## src/rtl/mux_scan_pkg.sv

```systemverilog
// Shared constants and state type for the 16-channel mux scan sequencer.
package mux_scan_pkg;

  localparam int NCH  = 16;  // channels behind the mux
  localparam int SELW = 4;   // select width
  localparam int CNTW = 4;   // settle counter width (SETTLE range 0..15)

  typedef enum logic [1:0] {
    ST_IDLE,
    ST_SETTLE,
    ST_SAMPLE,
    ST_DONE
  } scan_state_e;

endpackage

```

## src/rtl/next_chan_find.sv

```systemverilog
// Combinational priority finder: lowest enabled channel strictly above cur.
// Passing cur = -1 returns the first enabled channel of the mask.
module next_chan_find
  import mux_scan_pkg::*;
(
  input  logic [NCH-1:0]    mask,
  input  logic signed [SELW:0] cur,
  output logic [SELW-1:0]   nxt,
  output logic              found
);

  // Walk from the top down so the lowest qualifying channel is the last write.
  always_comb begin
    nxt   = '0;
    found = 1'b0;
    for (int i = NCH - 1; i >= 0; i--) begin
      if (mask[i] && (i > int'(cur))) begin
        nxt   = SELW'(i);
        found = 1'b1;
      end
    end
  end

endmodule

```

## src/rtl/mux_scan_ctrl.sv

```systemverilog
// Scan sequencer for a 16:1 bit mux: steps mux_sel over enabled channels,
// samples mux_out into a shadow frame and hands the frame downstream.
// Optional feature macro: SCAN_MASK_EN adds the chan_mask port; without it
// all 16 channels are scanned.
//
// Handshake: frame_valid rises with frame_data and both hold steady until a
// cycle where frame_valid && frame_ready; that edge is the transfer.
module mux_scan_ctrl
  import mux_scan_pkg::*;
#(
  parameter int SETTLE = 0
) (
  input  logic            clk,
  input  logic            rst_n,
  input  logic            start,
  input  logic            cont,
`ifdef SCAN_MASK_EN
  input  logic [NCH-1:0]  chan_mask,
`endif
  output logic [SELW-1:0] mux_sel,
  input  logic            mux_out,
  output logic            busy,
  output logic            frame_valid,
  output logic [NCH-1:0]  frame_data,
  input  logic            frame_ready
);

  // After a select change either wait in SETTLE or go straight to SAMPLE.
  localparam scan_state_e STEP_STATE = (SETTLE > 0) ? ST_SETTLE : ST_SAMPLE;
  localparam logic [CNTW-1:0] SETTLE_LAST = CNTW'((SETTLE > 0) ? SETTLE - 1 : 0);

  scan_state_e           state;
  logic [NCH-1:0]        mask_q;
  logic [NCH-1:0]        shadow;
  logic [CNTW-1:0]       cnt;
  logic [NCH-1:0]        mask_src;
  logic [NCH-1:0]        find_mask;
  logic signed [SELW:0]  find_cur;
  logic [SELW-1:0]       nxt;
  logic                  found;
  logic                  launch;
  logic                  first_lookup;

`ifdef SCAN_MASK_EN
  assign mask_src = chan_mask;
`else
  assign mask_src = '1;
`endif

  assign busy = (state != ST_IDLE);

  // A scan begins from IDLE on start, or from DONE on a handshake in cont mode.
  assign launch = ((state == ST_IDLE) && start) ||
                  ((state == ST_DONE) && frame_valid && frame_ready && cont);

  // In IDLE/DONE the finder looks for the first channel of the incoming mask;
  // mid-scan it looks above the current select within the latched mask.
  assign first_lookup = (state == ST_IDLE) || (state == ST_DONE);

  // Select finder inputs for first-channel or next-channel lookup.
  always_comb begin
    find_mask = mask_q;
    find_cur  = {1'b0, mux_sel};
    if (first_lookup) begin
      find_mask = mask_src;
      find_cur  = '1;
    end
  end

  next_chan_find u_find (
    .mask  (find_mask),
    .cur   (find_cur),
    .nxt   (nxt),
    .found (found)
  );

  // Scan FSM with registered select and frame outputs.
  always_ff @(posedge clk) begin
    if (!rst_n) begin
      state       <= ST_IDLE;
      mux_sel     <= '0;
      mask_q      <= '0;
      shadow      <= '0;
      cnt         <= '0;
      frame_valid <= 1'b0;
      frame_data  <= '0;
    end else if (launch) begin
      mask_q      <= mask_src;
      shadow      <= '0;
      cnt         <= '0;
      frame_valid <= 1'b0;
      if (found) begin
        mux_sel <= nxt;
        state   <= STEP_STATE;
      end else begin
        state   <= ST_DONE;
      end
    end else begin
      case (state)
        ST_IDLE: begin
          state <= ST_IDLE;
        end
        ST_SETTLE: begin
          if (cnt == SETTLE_LAST) begin
            cnt   <= '0;
            state <= ST_SAMPLE;
          end else begin
            cnt <= cnt + 1'b1;
          end
        end
        ST_SAMPLE: begin
          shadow[mux_sel] <= mux_out;
          if (found) begin
            mux_sel <= nxt;
            state   <= STEP_STATE;
          end else begin
            state   <= ST_DONE;
          end
        end
        ST_DONE: begin
          if (!frame_valid) begin
            frame_valid <= 1'b1;
            frame_data  <= shadow;
          end else if (frame_ready) begin
            frame_valid <= 1'b0;
            state       <= ST_IDLE;
          end
        end
        default: state <= ST_IDLE;
      endcase
    end
  end

endmodule

```

## config.mk

```make
export PLATFORM = sky130hd
export DESIGN_NAME = mux_scan_ctrl
export DESIGN_NICKNAME = d
export VERILOG_FILES = /design/src/rtl/mux_scan_pkg.sv /design/src/rtl/next_chan_find.sv /design/src/rtl/mux_scan_ctrl.sv
export SDC_FILE = /design/constraint.sdc
export NUM_CORES = 1
export LEC_CHECK = 0
export CAP_MARGIN = 10
export CORE_MARGIN = 2
export CORE_UTILIZATION = 56
export CTS_BUF_LIST = sky130_fd_sc_hd__clkbuf_4
export CTS_CLUSTER_SIZE = 16
export DETAILED_ROUTE_END_ITERATION = 12
export GPL_ROUTABILITY_DRIVEN = 0
export PLACE_DENSITY = 0.82
export SLEW_MARGIN = 10
export SYNTH_ARGS = -nofsm -noshare
export SYNTH_HDL_FRONTEND = slang
export SYNTH_SLANG_ARGS = --single-unit
```

## constraint.sdc

```tcl
create_clock -name clk -period 1.8 [get_ports clk]
set_input_delay 0.36 -clock clk [delete_from_list [all_inputs] [get_ports clk]]
set_output_delay 0.36 -clock clk [all_outputs]
set_load 0.1 [all_outputs]
```

==> run_results.csv <==
group,metric,value,unit
sta,rsz0062_at_grt,"no",
status,status,"completed",
synthesis,syn-cell-area,1939,um^2
floorplanning,ios,28,
synthesis,avgSynthCellArea,8.856,um^2
cells_and_area,n_fill_cell,230,
placed_design,post-dp-hpwl,2.813,mm
power_and_ir_drop,seq_power_share,0.513,
route,viasPerCell,5.437,
global_routing,grt_max_degree,22,
route,vias,1604,
synthesis,synth_edf_count,0,
power_and_ir_drop,p_leak,0.001062,uW
sta,slew_violations,0,
clock_tree,clk_latency,0.36,ns
clock_tree,cts_tree,"built",
synthesis,syn_inst,219,
placed_design,io_buffers,27,
power_and_ir_drop,p_sw_frac,0.2783,
power_and_ir_drop,clkPwrFrac,0.314,
sta,setup_viol,0,
setup_path,crit_arrival,1.36,ns
global_routing,grt_overflow,0,
global_routing,grt_usage,0.2136,
power_and_ir_drop,powerDensity,759.9,nW/um^2
sta,setup_tns,0,ns
power_and_ir_drop,ir_drop,0.7958,mV
synthesis,ys_warn_count,0,
synthesis,synth_top_area_cell,"dfxtp_1",
sta,hold_viol,0,
cells_and_area,drive_above_1_share,0.1928,
synthesis,ys_top_cells_by_count,"dfxtp_1, nor2_1, mux2i_1",
synthesis,synth_nets,231,
worst_hold_path,hold_path_class,"reg2reg",
route,first_pass_iters,4,
synthesis,synth_top_area_frac,0.4542,
sta,fin_crit_sh,0.9554,
cells_and_area,area_delta_synth_final,33.68,%
sta,finClkSkew,0.007133,ns
sta,maxClockFrequency,581.5,MHz
global_routing,grt_pass1_wl,6.706,mm
floorplanning,fp.dieH,62.85,um
synthesis,synth_area_leaders,"dfxtp_1, mux2i_1, nor2_1",
synthesis,synthFlopType,"dfxtp_1",
setup_path,worstSetupStartpointType,"flip-flop",
clock_tree,h-tree-depth,2,
cells_and_area,seq_area,887.1,um^2
setup_path,cp.required,1.44,ns
setup_path,end_kind,"output pin",
cells_and_area,multi_input_area,964.7,um^2
global_routing,grt_pass1_vias,1530,
route,ant_nets,0,
floorplanning,rows,21,
sta,tightest_slew,0.5801,ns
floorplanning,coreArea,3337,um^2
synthesis,ys_seq_area_frac,0.4542,
clock_tree,cts_sinks,44,
power_and_ir_drop,p_sw,548.2,uW
floorplanning,fp.dieW,62.85,um
setup_path,path_max_fanout,3,
clock_tree,cts_setup_buffers,0,
route,finalWirelength,3.884,mm
floorplanning,dieArea,3950,um^2
run,cap_violations,0,
route,route.detailed.drc,0,
clock_tree,clk_pin_slew,0.12,ns
sta,slew_headroom,0.6121,
route,wl_per_cell,13.17,um
synthesis,synth-seq-cells,44,
floorplanning,start_util,0.5812,
synthesis,async_flop_share,0,
sta,whs,0.4667,ns
clock_tree,cts_buffers,5,
cells_and_area,antennaDiodeCount,0,
clock_tree,cts_root_buffer,"clkbuf_4",
clock_tree,clk_path_buf_depth,2,
synthesis,yosysMostFrequentCell,"dfxtp_1",
synthesis,yosys.cell_types.count,32,
sta,fin_crit,1.720,ns
power_and_ir_drop,power.internal,1422,uW
route,drt_iter0_drc,79,
cells_and_area,final_util,0.7769,
power_and_ir_drop,power.share.combinational,0.174,
setup_path,crit_type,"reg2out",
cells_and_area,fin_nets,260,
global_routing,grt_antenna_before_repair,0,
-- placed cells by master (no fill, tap or decap), drive strengths merged, types with 2 or more instances in the layout --
| master | instances |
|---|---|
| nand2b | 3 |
| buf | 29 |
| o21ai | 12 |
| and2 | 2 |
| ha | 6 |
| nand2 | 21 |
| mux2i | 23 |
| a31oi | 2 |
| dfxtp | 44 |
| nand3 | 7 |
| nor3 | 3 |
| clkbuf | 6 |
| a211oi | 2 |
| nand3b | 5 |
| a21oi | 18 |
| clkdlybuf4s50 | 5 |
| nand4 | 4 |
| nor2 | 37 |
| xor2 | 2 |
| nor3b | 2 |
| inv | 6 |
-- kinds of logic (layout without fill, tap and decap cells) --
| group | Yosys count | in the layout | synth area share |
|---|---|---|---|
| xor gates and xnor gates | 2 | 2 | 0.009034 |
| and+or+nand+nor | 87 | 87 | 0.2103 |
| adders and majority gates | 6 | 6 | 0.03871 |
| buffers and inverters | 18 | 48 | 0.05032 |
| AOI/OAI and AO/OA | 39 | 39 | 0.1187 |
| DFF | 44 | 44 | 0.4542 |
| muxes | 23 | 23 | 0.1187 |
-- stage by stage --
| stage | instance area [um^2] | total power, uW | cells | setup slack (ns) |
|---|---|---|---|---|
| 6_report | 2592 | 1970 | 295 | 0.08036 |
| 5_1_grt | 2592 | 2045 | 295 | 0.001918 |
| 4_1_cts | 2587 | 1972 | 295 | 0.05085 |
| 3_5_place_dp | 2507 | 1370 | 287 | 0.006013 |
| 3_3_place_gp | 2507 | 1359 | 287 | 0.07119 |
| 2_1_floorplan | 1944 | 1259 | 219 | 0.002494 |
-- flip-flops by register name (all words and copies together), names as in the netlist --
signal / count
shadow: 16
frame_valid: 1
frame_data: 16
state: 2
mux_sel: 4
cnt: 4
mask_q: 1
-- metal layers --
metal / up-vias / track usage / part of all wire
met5: - / 0 / 0
met4: 0 / 0.09167 / 0.018
met3: 8 / 0.04324 / 0.023
met2: 24 / 0.3777 / 0.51
met1: 763 / 0.2497 / 0.45
li1: 809 / - / -
-- final timing paths --
path / from / endpoint / slack, ns / cells after the start
hold / removal: shadow[0]$_SDFFE_PP0P_ / shadow[0]$_SDFFE_PP0P_ / 0.47 / 2
hold reg to reg: shadow[0]$_SDFFE_PP0P_ / shadow[0]$_SDFFE_PP0P_ / 0.47 / 2
setup / recovery: state[0]$_SDFFE_PN0P_ / busy / 0.08 / 4
setup reg to reg: state[0]$_SDFFE_PN0P_ / mux_sel[2]$_SDFFE_PN0P_ / 0.13 / 6
-- power groups by stage --
stage	clock [uW]	sequential (uW)	combinational (uW)
2_1_floorplan	0	1040	216
3_3_place_gp	0	1030	328
3_5_place_dp	0	1030	338
4_1_cts	622	1010	340
5_1_grt	663	1010	369
6_report	618	1010	342
-- worst max-delay path: stages, from the launching register on --
cell,delay (ns)
dfxtp_1,0.40
inv_1,0.09
ha_1,0.23
inv_1,0.11
buf_12,0.18
-- final cells by class --
| class | count | area share |
|---|---|---|
| Inverter | 6 | 0.008687 |
| Tap cell | 46 | 0.02220 |
| Multi-Input combinational cell | 157 | 0.3721 |
| Clock inverter | 2 | 0.01351 |
| Clock buffer | 6 | 0.01737 |
| Sequential cell | 44 | 0.3422 |
| Timing Repair Buffer | 34 | 0.2239 |
-- what timing repair did --
item,CTS,global route
endpoints found under the setup margin,0,2
hold buffers,0,0
resized for setup,0,2
Power figures use the tool's default switching activity.
